## src/rtl/io_sw_debouncer_if.sv

```systemverilog
// Switch-word bus between the raw switch driver (master) and the debouncer (slave).
interface io_sw_debouncer_if;
    logic [31:0] i_io_sw;
    logic        i_rd_en;
    logic [31:0] o_sw_data;
    logic        o_sw_update;
    logic        o_change;
    logic [31:0] o_change_mask;

    modport master (
        output i_io_sw, i_rd_en,
        input  o_sw_data, o_sw_update, o_change, o_change_mask
    );

    modport slave (
        input  i_io_sw, i_rd_en,
        output o_sw_data, o_sw_update, o_change, o_change_mask
    );
endinterface

```

## src/rtl/io_sw_debouncer.sv

```systemverilog
// Synchronizes and word-level debounces the 32-bit switch input for the MMIO load path.
// Optional sticky change flag / mask compiled in with IO_SW_CHANGE_FLAG_EN.

module io_sw_sync_bit #(
    parameter int STAGES = 2
) (
    input  logic i_clk,
    input  logic i_reset,
    input  logic d,
    output logic q
);
    logic [STAGES-1:0] ff;

    always_ff @(posedge i_clk or posedge i_reset) begin
        if (i_reset) ff <= '0;
        else         ff <= {ff[STAGES-2:0], d};
    end

    assign q = ff[STAGES-1];
endmodule

module io_sw_debouncer #(
    parameter int TICK_DIV    = 1000,
    parameter int STABLE_CNT  = 4,
    parameter int SYNC_STAGES = 2
) (
    input  logic           i_clk,
    input  logic           i_reset,
    io_sw_debouncer_if.slave sw
);
    localparam int W  = 32;
    localparam int TW = (TICK_DIV > 1) ? $clog2(TICK_DIV) : 1;
    localparam int CW = $clog2(STABLE_CNT + 1);
    localparam logic [TW-1:0] TICK_LAST = TW'(TICK_DIV - 1);
    localparam logic [CW-1:0] CNT_MAX   = CW'(STABLE_CNT);

    logic [W-1:0]  sync_w;
    logic [TW-1:0] tick_cnt;
    logic          tick;
    logic [W-1:0]  cand, cand_nxt;
    logic [CW-1:0] cnt, cnt_nxt;
    logic          load, commit;
    logic [W-1:0]  data_q;
    logic          update_q;

    for (genvar b = 0; b < W; b++) begin : g_sync
        io_sw_sync_bit #(.STAGES(SYNC_STAGES)) u_sync (
            .i_clk  (i_clk),
            .i_reset(i_reset),
            .d      (sw.i_io_sw[b]),
            .q      (sync_w[b])
        );
    end

    assign tick = (tick_cnt == TICK_LAST);

    always_ff @(posedge i_clk or posedge i_reset) begin
        if (i_reset)   tick_cnt <= '0;
        else if (tick) tick_cnt <= '0;
        else           tick_cnt <= tick_cnt + TW'(1);
    end

    // A commit is the tick on which cnt reaches CNT_MAX, including a fresh load when CNT_MAX is 1.
    always_comb begin
        load     = tick && (sync_w != cand);
        cand_nxt = cand;
        cnt_nxt  = cnt;
        if (load) begin
            cand_nxt = sync_w;
            cnt_nxt  = CW'(1);
        end else if (tick && (cnt < CNT_MAX)) begin
            cnt_nxt = cnt + CW'(1);
        end
        commit = tick && (cnt_nxt == CNT_MAX) && (load || (cnt != CNT_MAX))
                 && (cand_nxt != data_q);
    end

    always_ff @(posedge i_clk or posedge i_reset) begin
        if (i_reset) begin
            cand     <= '0;
            cnt      <= '0;
            data_q   <= '0;
            update_q <= 1'b0;
        end else begin
            cand     <= cand_nxt;
            cnt      <= cnt_nxt;
            update_q <= commit;
            if (commit) data_q <= cand_nxt;
        end
    end

    assign sw.o_sw_data   = data_q;
    assign sw.o_sw_update = update_q;

`ifdef IO_SW_CHANGE_FLAG_EN
    logic [W-1:0] diff;
    logic         change_q;
    logic [W-1:0] mask_q;

    assign diff = cand_nxt ^ data_q;

    // A commit colliding with a read restarts the mask from this commit alone.
    always_ff @(posedge i_clk or posedge i_reset) begin
        if (i_reset) begin
            change_q <= 1'b0;
            mask_q   <= '0;
        end else if (commit) begin
            change_q <= 1'b1;
            mask_q   <= sw.i_rd_en ? diff : (mask_q | diff);
        end else if (sw.i_rd_en) begin
            change_q <= 1'b0;
            mask_q   <= '0;
        end
    end

    assign sw.o_change      = change_q;
    assign sw.o_change_mask = mask_q;
`else
    assign sw.o_change      = 1'b0;
    assign sw.o_change_mask = '0;
`endif
endmodule

```

## src/flat_wrapper.sv

```systemverilog
// flat-port wrapper written by rule: the top's interface ports become plain ports
module io_sw_debouncer_flat 
#(
    parameter int TICK_DIV    = 1000,
    parameter int STABLE_CNT  = 4,
    parameter int SYNC_STAGES = 2
)
  (i_clk, i_reset, sw_i_io_sw, sw_i_rd_en, sw_o_sw_data, sw_o_sw_update, sw_o_change, sw_o_change_mask);
  io_sw_debouncer_if sw_i ();
  input  logic i_clk;
  input  logic i_reset;
  input wire logic [$bits(sw_i.i_io_sw)-1:0] sw_i_io_sw;
  input wire logic [$bits(sw_i.i_rd_en)-1:0] sw_i_rd_en;
  output wire logic [$bits(sw_i.o_sw_data)-1:0] sw_o_sw_data;
  output wire logic [$bits(sw_i.o_sw_update)-1:0] sw_o_sw_update;
  output wire logic [$bits(sw_i.o_change)-1:0] sw_o_change;
  output wire logic [$bits(sw_i.o_change_mask)-1:0] sw_o_change_mask;
  assign sw_i.i_io_sw = sw_i_io_sw;
  assign sw_i.i_rd_en = sw_i_rd_en;
  assign sw_o_sw_data = sw_i.o_sw_data;
  assign sw_o_sw_update = sw_i.o_sw_update;
  assign sw_o_change = sw_i.o_change;
  assign sw_o_change_mask = sw_i.o_change_mask;
  io_sw_debouncer #(.TICK_DIV(TICK_DIV), .STABLE_CNT(STABLE_CNT), .SYNC_STAGES(SYNC_STAGES)) u_core (.i_clk(i_clk), .i_reset(i_reset), .sw(sw_i));
endmodule
```

## config.mk

```make
export PLATFORM = sky130hd
export DESIGN_NAME = io_sw_debouncer_flat
export DESIGN_NICKNAME = d
export VERILOG_FILES = /design/src/rtl/io_sw_debouncer_if.sv /design/src/rtl/io_sw_debouncer.sv /design/src/flat_wrapper.sv
export SDC_FILE = /design/constraint.sdc
export NUM_CORES = 1
export LEC_CHECK = 0
export CAP_MARGIN = 0
export CELL_PAD_IN_SITES_DETAIL_PLACEMENT = 1
export CELL_PAD_IN_SITES_GLOBAL_PLACEMENT = 1
export CORE_ASPECT_RATIO = 0.8
export CORE_MARGIN = 5
export CORE_UTILIZATION = 42
export CTS_CLUSTER_SIZE = 12
export DETAILED_ROUTE_END_ITERATION = 10
export GPL_ROUTABILITY_DRIVEN = 1
export PLACE_DENSITY = 0.78
export SLEW_MARGIN = 15
export SYNTH_ARGS = -nofsm -noshare
export SYNTH_HDL_FRONTEND = slang
export SYNTH_SLANG_ARGS = --single-unit
export TNS_END_PERCENT = 1
```

## constraint.sdc

```tcl
create_clock -name i_clk -period 6.85 [get_ports i_clk]
set_input_delay 1.37 -clock i_clk [delete_from_list [all_inputs] [get_ports i_clk]]
set_output_delay 1.37 -clock i_clk [all_outputs]
set_load 0.03 [all_outputs]
```

==> metrics.csv, run 1 <==
stage,metric,value,unit
outcome,status,completed,
critical_path,startpoint_type,register,
worst_hold_path,hold_path_class,reg2reg,
sta,hold_viol,0,
sta,rsz0062_at_grt,no,
global_route,grt_overflow,0,
sta,tightest_slew,1.08,ns
critical_path,cpMaxStageDelayCell,o31ai_4,
finish,antenna_cells,0,
die,start_util,42.5,%
route,viasPerCell,4.97,
clock_tree,root_buffer,clkbuf_16,
route,num_vias,3811,
die,die_area,0.0168,mm2
route,drcViolationCount,0,
clock_tree,clockBufferDepth,2,
global_route,antenna_found_initial,0,
pwr,p_leak,3.47,nW
sta,slew_headroom,27.8,%
pwr,finalPower,0.00189,W
logic_synthesis,synth_edf_count,0,
route,final_antenna_net_count,0,
critical_path,r2r_start,u_core.tick_cnt[0],
critical_path,cp.required,7.15,ns
die,die_h,117,um
finish,syn_to_final_growth,22.2,%
placement,dp_hpwl,10000,um
clock_tree,numCtsBuffers,17,
global_route,grt_usage,18.1,%
finish,layout_commonest_cell,dfrtp_1,
critical_path,crit_path_cell_trace,ha_1 -> nand2_1 -> nor4_4 -> nand2b_1 -> a31oi_4 -> buf_4 -> mux2_2 -> a2bb2oi_1 -> nand4_1 -> o31ai_4 -> buf_4 -> mux2_2,
finish,layout_common_cells,"142 x dfrtp_1, 71 x nand2_1, 66 x clkdlybuf4s50_1",
pwr,combinationalPowerShare,4.1,%
global_route,grt_pass1_vias,4280,
critical_path,critPathMaxFanout,23,
pwr,powerDensity,258,mW/mm2
die,rows,39,
logic_synthesis,seq_area_frac_synth,59.1,%
die,die_x,144,um
placement,io_buffers,66,
sta,fin_skew,0.0124,ns
sta,maxSlewViolCount,0,
pwr,pwr-share-clk,49.7,%
clock_tree,cts-hold-fix-buffers,0,
die,coreArea,0.0142,mm2
logic_synthesis,synth-seq-cells,142,
global_route,grt_pass1_wl,22900,um
route,routedWlPerCell,18.6,um
clock_tree,cts_tree,built,
placement,pre_cts_ws,1.96,ns
pwr,peakVddDrop,0.171,mV
logic_synthesis,ys_types,38,
sta,fin_crit_sh,72.1,%
clock_tree,cts.htree.levels,4,
route,dr_wl_met2,6980,um
logic_synthesis,yosys_warnings,0,
sta,finalSetupViolCount,0,
critical_path,end_kind,register,
clock_tree,clkTransAtPathRegs,0.06,ns
finish,drive_gt1_share,13.0,%
finish,final_area,0.00734,mm2
pwr,net-switching-power,0.000416,W
sta,max_freq,202,MHz
route,drt-initial-drc-count,133,
placement,place.gp.congestion,0.839,
pwr,pwr-share-seq,46.2,%
clock_tree,clock_sinks,142,
route,met3_length,738,um
critical_path,worstSetupPathType,reg2reg,
route,met1Wirelength,6350,um
critical_path,critPathTopFamily,compound AO/OA/AOI/OAI gates,
die,io_pins,101,
logic_synthesis,syn_area,0.00601,mm2
clock_tree,cts_resized,0,
sta,fin_crit,4.94,ns
finish,fin_util,51.9,%
logic_synthesis,syn_inst,492,
worst_hold_path,min_delay_worst_endpoint,u_core.g_sync[8].u_sync.ff[1],
logic_synthesis,ys.flop_type,dfrtp_1,
critical_path,regToRegSetupSlack,1.91,ns
route,routed_wl,14300,um
clock_tree,postCtsSetupRepairBufs,0,
critical_path,arrival,5.24,ns
critical_path,reg2regPathDepth,12,
worst_hold_path,hold_depth,0,
sta,finalWorstSetupSlack,1.91,ns
critical_path,worst_r2r_endpoint,u_core.sw.o_sw_data[18],
route,first_pass_iters,4,
pwr,switching_share,22.0,%
critical_path,crit_buf_inv,2,
finish,nets,609,
logic_synthesis,async_flop_share,100,%
sta,setup_tns,0,ns
route,routed.top_layer,met4,
placement,placed_area,0.00674,mm2
critical_path,cp_slowest_stage_delay,0.97,ns
clock_tree,clk_latency,0.42,ns
global_route,grt_start_max_net_pins,89,
logic_synthesis,synth.avg_cell_area,12.2,um2
pwr,p_int,0.00148,W
run,drv_cap,0,
worst_hold_path,min_from,u_core.g_sync[8].u_sync.ff[0],
[power by group through the flow]
stage,Combinational [W],Sequential [W],Clock (W)
after floorplan,0.0000647,0.000883,0
after global placement,0.0000773,0.000887,0
final,0.0000784,0.000874,0.000940
after CTS,0.0000797,0.000874,0.000958
after detailed placement,0.0000789,0.000888,0
after global routing,0.0000865,0.000875,0.000994
[layout make-up]
class                           instances  area [um2]
Multi-Input combinational cell        314        2170
Inverter                               26         103
Sequential cell                       142        3550
Clock buffer                           22         464
Tap cell                              184         230
Timing Repair Buffer                   70         691
Clock inverter                          9         133
Fill cell                            1477        6810
[logic make-up (layout without fill, tap and decap cells)]
| logic type | count (synthesis) | count (layout) | share of synthesized area [%] |
|---|---|---|---|
| other | 1 | 33 | 0.0624 |
| AO/OA/AOI/OAI | 34 | 34 | 4.39 |
| buffers and inverters | 68 | 127 | 6.81 |
| flip-flops | 142 | 142 | 59.1 |
| AND/OR/NAND/NOR | 126 | 126 | 10.1 |
| XOR/XNOR | 75 | 75 | 10.9 |
| multiplexers | 43 | 43 | 7.96 |
| adder cells (fa/ha/maj) | 3 | 3 | 0.625 |
[synthesized netlist by cell type, types with 4 or more instances]
cell       number  area [um2]
buf_4          33         248
o21ai_0         4        20.0
nand4_1        11        68.8
nor4_1         12        75.1
mux2_2         37         417
xor2_1         39         342
a21oi_1         4        20.0
mux2i_1         5        50.1
nor3_1          4        20.0
buf_6           4        45.0
xnor2_1        36         315
clkbuf_1        5        18.8
o2bb2ai_1       4        35.0
o22ai_1        11        68.8
dfrtp_1       142        3550
nand2_1        71         267
inv_1          26        97.6
nand3_1         9        45.0
nor2_1         12        45.0
[how the worst max path moves through the flow]
stage,startpoint,to,depth (start not counted)
after global routing,u_core.tick_cnt[0],u_core.sw.o_sw_data[18],12
after detailed placement,u_core.tick_cnt[0],u_core.sw.o_sw_data[3],12
after floorplan,i_reset,u_core.cand[0],1
after CTS,u_core.tick_cnt[0],u_core.sw.o_sw_data[3],12
after global placement,u_core.tick_cnt[0],u_core.sw.o_sw_data[5],12
final,u_core.tick_cnt[0],u_core.sw.o_sw_data[18],12
[worst register-to-register path: stages (launching register included)]
cell and delay (ns):
dfrtp_1 0.39, ha_1 0.23, nand2_1 0.15, nor4_4 0.31, nand2b_1 0.26, a31oi_4 0.48
buf_4 0.41, mux2_2 0.41, a2bb2oi_1 0.24, nand4_1 0.21, o31ai_4 0.97, buf_4 0.40
mux2_2 0.38
[state kept, by name (all words and copies together), names as in the netlist]
| register | count |
|---|---|
| u_core.tick_cnt | 10 |
| u_core.cand | 32 |
| u_core.cnt | 3 |
| u_core.sw.o_sw_update | 1 |
| u_core.g_sync.u_sync.ff | 64 |
| u_core.sw.o_sw_data | 32 |
[per-layer routing]
| metal | global-route usage (%) | vias up |
|---|---|---|
| li1 | - | 1733 |
| met1 | 23.0 | 1960 |
| met2 | 30.6 | 101 |
| met3 | 4.71 | 17 |
| met4 | 5.71 | 0 |
| met5 | 0 | - |
[metrics by stage]
stage / hold slack [ns] / std cells
2_1_floorplan: 0.331 / 524
3_3_place_gp: 0.334 / 736
3_5_place_dp: 0.336 / 736
4_1_cts: 0.347 / 767
5_1_grt: 0.350 / 767
6_report: 0.346 / 767
No activity file was read; power rests on OpenSTA's default activity.
==> run 2: changes to the inputs <==
==> constraint.sdc (replaced) <==
create_clock -name i_clk -period 5.1 [get_ports i_clk]
set_input_delay 1.02 -clock i_clk [delete_from_list [all_inputs] [get_ports i_clk]]
set_output_delay 1.02 -clock i_clk [all_outputs]
set_load 0.03 [all_outputs]
==> run 2 against run 1 <==
Net effect: wire length up 1.7%; clock power increased by 30%; first-iteration DRC count increased by 66%; setup slack worse by 0.80 ns; via count increased by 0.94%; global-route usage grew 0.39 points; clock skew down 0.0016 ns; combinational power grew 34%; cell area about the same; total power increased by 32%; hold slack got worse by 0.0076 ns.
==> metrics.csv, run 2 (synthesis gave the netlist of run 1 again) <==
stage,metric,value,unit,change
outcome,status,completed,,unchanged
pwr,powerDensity,341,mW/mm2,was 258 mW/mm2
finish,drive_gt1_share,13.8,%,was 13.0%
route,num_vias,3847,,was 3811
pwr,pwr-share-clk,48.9,%,was 49.7%
sta,finalSetupViolCount,0,,unchanged
die,die_x,144,um,unchanged
clock_tree,root_buffer,clkbuf_16,,unchanged
finish,nets,612,,was 609
clock_tree,clock_sinks,142,,unchanged
route,drcViolationCount,0,,unchanged
pwr,pwr-share-seq,46.9,%,was 46.2%
sta,max_freq,250,MHz,was 202 MHz
clock_tree,clockBufferDepth,2,,unchanged
clock_tree,numCtsBuffers,17,,unchanged
clock_tree,cts_resized,0,,unchanged
global_route,grt_usage,18.5,%,was 18.1%
clock_tree,cts-hold-fix-buffers,0,,unchanged
placement,io_buffers,66,,unchanged
die,coreArea,0.0142,mm2,unchanged
pwr,p_int,0.00192,W,was 0.00148 W
finish,antenna_cells,0,,unchanged
finish,syn_to_final_growth,22.2,%,about the same
global_route,grt_pass1_wl,23100,um,was 22900 um
placement,place.gp.congestion,0.834,,was 0.839
clock_tree,clkTransAtPathRegs,0.07,ns,was 0.06 ns
finish,layout_commonest_cell,dfrtp_1,,unchanged
die,start_util,42.5,%,unchanged
clock_tree,postCtsSetupRepairBufs,0,,unchanged
sta,rsz0062_at_grt,no,,unchanged
route,viasPerCell,5.00,,was 4.97
clock_tree,clk_latency,0.43,ns,was 0.42 ns
sta,tightest_slew,0.834,ns,was 1.08 ns
placement,dp_hpwl,10300,um,was 10000 um
global_route,antenna_found_initial,0,,unchanged
critical_path,end_kind,register,,unchanged
route,routed_wl,14500,um,was 14300 um
route,first_pass_iters,4,,unchanged
global_route,grt_overflow,0,,unchanged
worst_hold_path,hold_path_class,reg2reg,,unchanged
die,io_pins,101,,unchanged
critical_path,cp.required,5.40,ns,was 7.15 ns
die,rows,39,,unchanged
global_route,grt_start_max_net_pins,54,,was 89
finish,fin_cells,770,,was 767
finish,largest_register_ffs,64,,unchanged
critical_path,critPathMaxFanout,22,,was 23
pwr,net-switching-power,0.000578,W,was 0.000416 W
route,drt-initial-drc-count,221,,was 133
finish,regArea,0.00355,mm2,unchanged
sta,fin_crit_sh,78.3,%,was 72.1%
finish,fill_cells,1457,,was 1477
sta,fin_crit,3.99,ns,was 4.94 ns
placement,place_inst,739,,was 736
pwr,switching_share,23.1,%,was 22.0%
finish,fin_util,51.9,%,about the same
finish,layout_common_cells,"142 x dfrtp_1, 71 x nand2_1, 66 x clkdlybuf4s50_1",,unchanged
clock_tree,cts_tree,built,,unchanged
pwr,peakVddDrop,0.266,mV,was 0.171 mV
route,final_antenna_net_count,0,,unchanged
critical_path,worstSetupPathType,reg2reg,,unchanged
critical_path,arrival,4.29,ns,was 5.24 ns
sta,slew_headroom,44.4,%,was 27.8%
run,drv_cap,0,,unchanged
route,routedWlPerCell,18.9,um,was 18.6 um
clock_tree,cts.htree.levels,4,,unchanged
pwr,combinationalPowerShare,4.2,%,was 4.1%
finish,largest-register,u_core.g_sync.u_sync.ff,,unchanged
sta,fin_skew,0.0108,ns,was 0.0124 ns
sta,hold_viol,0,,unchanged
sta,maxSlewViolCount,0,,unchanged
pwr,p_leak,3.47,nW,about the same
die,die_area,0.0168,mm2,unchanged
global_route,grt_pass1_vias,4247,,was 4280
finish,multiInputGateArea,0.00217,mm2,unchanged
die,die_h,117,um,unchanged
sta,setup_tns,0,ns,unchanged
critical_path,startpoint_type,register,,unchanged
run 2: cell types whose count changed in the layout (fill, tap and decap cells not counted), sizes merged:
cell      delta
clkinvlp     +1
bufinv       -1
clkbuf       -3
buf          +3
clkinv       +2
inv          +1
run 2: area by class of cell:
type	count	share of cell area, %
Multi-Input combinational cell	314	29.5
Tap cell	184	3.13
Sequential cell	142	48.4
Inverter	26	1.40
Clock inverter	12	1.86
Timing Repair Buffer	73	9.71
Clock buffer	19	6.03
run 2: path summary, 6_finish.rpt:
check	from	end	slack [ns]	cells after the start
worst min register to register	u_core.g_sync[25].u_sync.ff[0]	u_core.g_sync[25].u_sync.ff[1]	0.34	0
max in group asynchronous	i_reset	u_core.g_sync[24].u_sync.ff[0]	3.08	3
worst max register to register	u_core.tick_cnt[0]	u_core.sw.o_sw_data[22]	1.11	11
min in group asynchronous	i_reset	u_core.cand[19]	0.98	2
worst max-delay path	u_core.tick_cnt[0]	u_core.sw.o_sw_data[22]	1.11	11
worst min-delay path	u_core.g_sync[25].u_sync.ff[0]	u_core.g_sync[25].u_sync.ff[1]	0.34	0
run 2: per-layer routing:
metal,share of wire [%],up-vias,track usage (%)
li1,-,1753,-
met1,45,1983,24.4
met2,48,92,29.1
met3,4.9,19,5.77
met4,1.8,0,6.52
met5,0,-,0
run 2: per-stage QoR:
stage,total power [W],worst slack [ns],hold WS (ns),instance area (um2)
after floorplan,0.00127,0.270,0.331,6130
after global placement,0.00130,1.21,0.332,6770
after detailed placement,0.00130,1.17,0.336,6770
after CTS,0.00253,1.07,0.345,7340
after global routing,0.00259,0.883,0.355,7340
final,0.00250,1.11,0.338,7340
run 2: power groups by stage:
stage | combinational [W] | sequential, W | clock, W
floorplan | 0.0000870 | 0.00119 | 0
global placement | 0.000104 | 0.00119 | 0
detailed placement | 0.000106 | 0.00119 | 0
CTS | 0.000107 | 0.00117 | 0.00125
global route | 0.000116 | 0.00118 | 0.00130
finish | 0.000105 | 0.00117 | 0.00122
run 2: critical path, cell delays in order, from the launching register on:
cell and delay, ns:
dfrtp_1 0.39, ha_1 0.22, nand2_1 0.14, nor4_4 0.29, nand2b_1 0.24, a31oi_4 0.73
mux2_2 0.44, a2bb2oi_1 0.25, nand4_1 0.21, o31ai_4 0.32, buf_4 0.27, mux2_2 0.36
==> run 3: changes to the inputs <==
==> constraint.sdc (replaced) <==
create_clock -name i_clk -period 3.8 [get_ports i_clk]
set_input_delay 0.76 -clock i_clk [delete_from_list [all_inputs] [get_ports i_clk]]
set_output_delay 0.76 -clock i_clk [all_outputs]
set_load 0.03 [all_outputs]
==> run 3 against run 2 <==
Net effect: flip-flop and latch count unchanged; non-clock buffer count increased by 11; core utilization increased by 1.1 points; wire length is 1.9% higher; critical endpoint is now u_core.sw.o_sw_data[12]; combinational power grew 39%; clock power is 34% higher; cell count up 1.7%.
==> metrics.csv, run 3 (synthesis gave the netlist of run 1 again) <==
stage,metric,value,unit,change
placement,io_buffers,66,,unchanged
worst_hold_path,hold_path_class,reg2reg,,unchanged
route,viasPerCell,4.98,,was 5.00
global_route,grt_start_max_net_pins,52,,was 54
clock_tree,numCtsBuffers,17,,unchanged
pwr,p_leak,3.55,nW,was 3.47 nW
critical_path,crit_path_cell_trace,xnor2_1 -> nand4_1 -> nor4_4 -> buf_4 -> a31oi_4 -> buf_12 -> buf_12 -> mux2i_1 -> o2bb2ai_1 -> a221o_1 -> o31ai_4 -> buf_4 -> mux2_2,,was ha_1 -> nand2_1 -> nor4_4 -> nand2b_1 -> a31oi_4 -> mux2_2 -> a2bb2oi_1 -> nand4_1 -> o31ai_4 -> buf_4 -> mux2_2
worst_hold_path,hold_depth,0,,unchanged
sta,fin_crit,3.70,ns,was 3.99 ns
clock_tree,clockBufferDepth,2,,unchanged
critical_path,crit_buf_inv,4,,was 1
finish,antenna_cells,0,,unchanged
route,drcViolationCount,0,,unchanged
die,die_h,117,um,unchanged
global_route,grt_overflow,0,,unchanged
die,start_util,42.5,%,unchanged
route,final_antenna_net_count,0,,unchanged
pwr,pwr-share-clk,48.6,%,was 48.9%
clock_tree,cts_tree,built,,unchanged
critical_path,cpMaxStageDelayCell,dfrtp_1,,was a31oi_4
placement,pre_cts_ws,-0.00463,ns,was 1.17 ns
finish,layout_common_cells,"142 x dfrtp_1, 71 x nand2_1, 66 x clkdlybuf4s50_1",,unchanged
placement,place.gp.congestion,0.835,,was 0.834
worst_hold_path,min_from,u_core.g_sync[25].u_sync.ff[0],,unchanged
finish,syn_to_final_growth,24.7,%,was 22.2%
pwr,p_int,0.00255,W,was 0.00192 W
pwr,pwr-share-seq,47.0,%,was 46.9%
clock_tree,cts.htree.levels,4,,unchanged
clock_tree,clk_latency,0.43,ns,about the same
placement,dp_hpwl,10400,um,was 10300 um
finish,drive_gt1_share,15.9,%,was 13.8%
critical_path,r2r_start,u_core.cand[17],,was u_core.tick_cnt[0]
critical_path,reg2regPathDepth,13,,was 11
clock_tree,root_buffer,clkbuf_16,,unchanged
global_route,grt_pass1_vias,4338,,was 4247
finish,largest_register_ffs,64,,unchanged
sta,holdWs,0.338,ns,about the same
clock_tree,clkTransAtPathRegs,0.07,ns,about the same
sta,slew_headroom,41.3,%,was 44.4%
sta,fin_crit_sh,97.4,%,was 78.3%
outcome,status,completed,,unchanged
critical_path,critPathTopFamily,compound AO/OA/AOI/OAI gates,,unchanged
sta,max_freq,270,MHz,was 250 MHz
run,drv_cap,0,,unchanged
global_route,grt_pass1_wl,23300,um,was 23100 um
pwr,combinationalPowerShare,4.4,%,was 4.2%
global_route,grt_usage,18.6,%,was 18.5%
pwr,switching_share,23.9,%,was 23.1%
route,num_vias,3897,,was 3847
critical_path,cp.required,4.10,ns,was 5.40 ns
sta,finalSetupViolCount,0,,unchanged
pwr,powerDensity,447,mW/mm2,was 341 mW/mm2
clock_tree,clock_sinks,142,,unchanged
critical_path,end_kind,register,,unchanged
critical_path,regToRegSetupSlack,0.1,ns,was 1.11 ns
route,routedWlPerCell,18.9,um,about the same
finish,nets,624,,was 612
route,routed_wl,14800,um,was 14500 um
critical_path,critPathMaxFanout,10,,was 22
finish,layout_commonest_cell,dfrtp_1,,unchanged
die,io_pins,101,,unchanged
worst_hold_path,min_delay_worst_endpoint,u_core.g_sync[25].u_sync.ff[1],,unchanged
critical_path,cp_slowest_stage_delay,0.42,ns,was 0.73 ns
pwr,net-switching-power,0.000802,W,was 0.000578 W
die,coreArea,0.0142,mm2,unchanged
critical_path,worstSetupPathType,reg2reg,,unchanged
global_route,antenna_found_initial,0,,unchanged
route,drt-initial-drc-count,183,,was 221
sta,fin_skew,0.0105,ns,was 0.0108 ns
die,die_x,144,um,unchanged
sta,maxSlewViolCount,0,,unchanged
sta,tightest_slew,0.879,ns,was 0.834 ns
finish,largest-register,u_core.g_sync.u_sync.ff,,unchanged
die,rows,39,,unchanged
sta,rsz0062_at_grt,no,,unchanged
critical_path,worst_r2r_endpoint,u_core.sw.o_sw_data[12],,was u_core.sw.o_sw_data[22]
sta,hold_viol,0,,unchanged
die,die_area,0.0168,mm2,unchanged
critical_path,startpoint_type,register,,unchanged
sta,finalWorstSetupSlack,0.0975,ns,was 1.11 ns
pwr,peakVddDrop,0.391,mV,was 0.266 mV
route,first_pass_iters,4,,unchanged
critical_path,arrival,4.01,ns,was 4.29 ns
run 3: changes by cell type in the layout (fill, tap and decap cells not counted), sizes merged:
cell	previous run	this run
clkinvlp	3	2
clkinv	4	7
bufinv	2	1
a31oi	1	2
buf	7	18
run 3: worst max path at each step:
stage | startpoint | endpoint | slack (ns) | cells after the start
after floorplan | u_core.tick_cnt[0] | u_core.sw.o_sw_data[0] | 0.69 | 12
after global placement | u_core.tick_cnt[0] | u_core.sw.o_sw_data[14] | 0.11 | 11
after detailed placement | u_core.tick_cnt[0] | u_core.sw.o_sw_data[14] | -0.005 | 11
after CTS | u_core.tick_cnt[0] | u_core.sw.o_sw_data[16] | 0.06 | 11
after global routing | u_core.cand[17] | u_core.sw.o_sw_data[12] | 0.006 | 12
final | u_core.cand[17] | u_core.sw.o_sw_data[12] | 0.1 | 13
run 3: power by group through the flow:
stage	logic, W	clock network [W]	registers (W)
after floorplan	0.000117	0	0.00159
after global placement	0.000145	0	0.00160
after CTS	0.000148	0.00166	0.00157
after global routing	0.000160	0.00174	0.00158
final	0.000146	0.00163	0.00157
after detailed placement	0.000148	0	0.00160
run 3: area by class of cell:
type	count	area, um2
inverters	26	101
flip-flops and latches	142	3550
clock inverters	13	129
fillers	1460	6660
repair buffers	84	850
multi-input cells	315	2180
well taps	184	230
clock buffers	19	453
run 3: timing repair:
action	in CTS	in global routing
gates resized for setup	0	1
setup endpoints to repair	12	30
buffers inserted	4	4
gates cloned	0	1
hold buffers	0	0
pin swaps	0	1
run 3: metrics by stage:
stage	std cells	util, %	setup TNS (ns)	instance area [um2]	total power, W
3_5_place_dp	742	48.1	-0.00859	6810	0.00175
3_3_place_gp	742	48.1	0	6810	0.00174
2_1_floorplan	524	-	0	6130	0.00171
5_1_grt	783	53.0	0	7490	0.00348
6_report	783	53.0	0	7490	0.00335
4_1_cts	778	52.5	0	7440	0.00339
run 3: metal layers:
metal  GRT usage [%]  routed length (um)  share of wire [%]
met1            23.8                6580                 44
met2            31.1                7370                 50
met4            6.65                 239                1.6
met5               0                   0                  0
met3            4.55                 624                4.2
==> variant (flow settings as in run 1) <==
Add a define of `IO_SW_CHANGE_FLAG_EN`.
--- a/src/rtl/io_sw_debouncer.sv
+++ b/src/rtl/io_sw_debouncer.sv
@@ -2,2 +2,4 @@
 // Optional sticky change flag / mask compiled in with IO_SW_CHANGE_FLAG_EN.
+
+`define IO_SW_CHANGE_FLAG_EN
 
Behaviour: same outputs for any inputs over 10 cycles, from zero or initial values and one cycle with i_reset high; that may be too few to reach the edited logic, so the function may still have changed.
==> variant against run 1 <==
Sequential cell count increased by 33. Area after synthesis increased by 8.8%. Largest power group is now sequential cells. Combinational power decreased by 31%. Total power increased by 12%. Final area increased by 14%. Wire length increased by 10%. Via count increased by 2.2%. Critical path type unchanged. Critical path depth increased by 1. Sequential power increased by 21%. Die area increased by 8.1%. Clock power increased by 5.9%. Setup slack got worse by 600 ps. Core utilization increased by 3.3 points. Critical endpoint is now u_core.sw.o_sw_data[16].
==> variant: results <==
logic_synthesis:
  ys.warnings.count: 0
  syn_nets: 494
  synth_area_leaders: "dfrtp_1 67%, xnor2_1 9.4%, mux2_1 5.9%, mux2_2 5.2%, o22ai_1 3.1%"
  seq_area_frac_synth_pct: 67.0
  synth.distinct_cells: 33
  synthTopCellsByCount: "175 x dfrtp_1, 70 x xnor2_1, 36 x inv_1"
layout:
  nets: 604
  largest_reg_flops: 64
  top_register: "u_core.g_sync.u_sync.ff"
  drive_gt1_share_pct: 12.5
  fillers: 1482
sta:
  tightest_slew_ps: 882
  hold_viol_final: 0
  skew_ps: 10.3
outcome:
  status: "complete, no violations"
routing:
  wl_um: 15800
  drtIter0Drc: 269
  firstDrtPassIters: 6
  vias: 3894
cts:
  post_cts_resize_count: 0
  cts_root_buffer: "clkbuf_16"
  cts_made_buffers: 17
  cts.htree.levels: 4
  clk_pin_slew_worst_paths_ps: 70
global_route:
  grt_max_degree: 121
  grt_pass1_vias: 4543
  grt_pass1_wl_um: 25300
  globalRouteTotalUtil_pct: 18.5
place:
  routabilityCongestion: 0.778
  io_buffers: 100
  dp_slack_ps: 1420
  hpwl_um: 11000
setup_path:
  slowest_stage: "a21o_2"
  critPathMaxFanout: 37
  crit_family: "simple AND/OR/NAND/NOR gates"
  slowest_delay_ps: 750
power_and_ir_drop:
  peakVddDrop_uv: 153
  switching_share_pct: 20.9
  power_leakage_nw: 3.66
variant: cell families (layout without fill, tap and decap cells):
group	after synthesis	count (layout)	synth area share (%)
AO/OA/AOI/OAI	39	39	3.89
XOR/XNOR	72	72	9.65
adder cells (fa/ha/maj)	3	3	0.574
buffers and inverters	52	174	3.48
flip-flops	175	175	67.0
multiplexers	65	65	11.2
AND/OR/NAND/NOR	50	50	4.25
variant: routing by layer:
layer	wire, um	GRT usage (%)
met5	0	0
met2	7950	31.3
met3	742	4.69
met1	6920	23.8
met4	165	5.03
variant: layout make-up:
cell class                      instances  share of cell area [%]
Clock buffer                           19                    5.41
Clock inverter                         12                    1.88
Inverter                               38                    1.79
Multi-Input combinational cell        229                    23.1
Sequential cell                       175                    52.3
Tap cell                              210                    3.14
Timing Repair Buffer                  105                    12.4
variant: final timing paths:
path                                          startpoint                              to  slack, ps
setup / recovery                      u_core.tick_cnt[0]         u_core.sw.o_sw_data[16]       1310
hold / removal             u_core.g_sync[3].u_sync.ff[0]   u_core.g_sync[3].u_sync.ff[1]        350
min in group asynchronous                        i_reset  u_core.g_sync[12].u_sync.ff[1]       1490
hold reg to reg            u_core.g_sync[3].u_sync.ff[0]   u_core.g_sync[3].u_sync.ff[1]        350
setup reg to reg                      u_core.tick_cnt[0]         u_core.sw.o_sw_data[16]       1310
max in group asynchronous                        i_reset                 u_core.cand[27]       4150
variant: worst reg2reg max path, cell delays in order (launching register included):
cell      delay [ps]
dfrtp_1          380
ha_1             220
nand2_1           90
or4_4            520
nor2_4           270
a21boi_4         740
buf_4            370
mux2_2           410
xnor2_1          220
nand4_1          160
nor4_1           490
a21o_2           750
buf_4            420
mux2_1           370
variant: per-stage QoR:
step,hold slack [ps],utilization (%),cells,instance area [sq um],total power (W)
2_1_floorplan,331,-,456,6540,0.00110
3_3_place_gp,334,51.2,757,7760,0.00114
3_5_place_dp,340,51.2,757,7760,0.00114
4_1_cts,352,55.2,788,8370,0.00214
5_1_grt,353,55.2,788,8370,0.00219
6_report,347,55.2,788,8370,0.00211
variant: power groups by stage:
| stage | Combinational, W | Sequential, W | Clock, W |
|---|---|---|---|
| finish | 0.0000541 | 0.00106 | 0.000995 |
| global route | 0.0000612 | 0.00106 | 0.00106 |
| CTS | 0.0000562 | 0.00106 | 0.00102 |
| detailed placement | 0.0000560 | 0.00108 | 0 |
| global placement | 0.0000540 | 0.00108 | 0 |
| floorplan | 0.0000262 | 0.00108 | 0 |
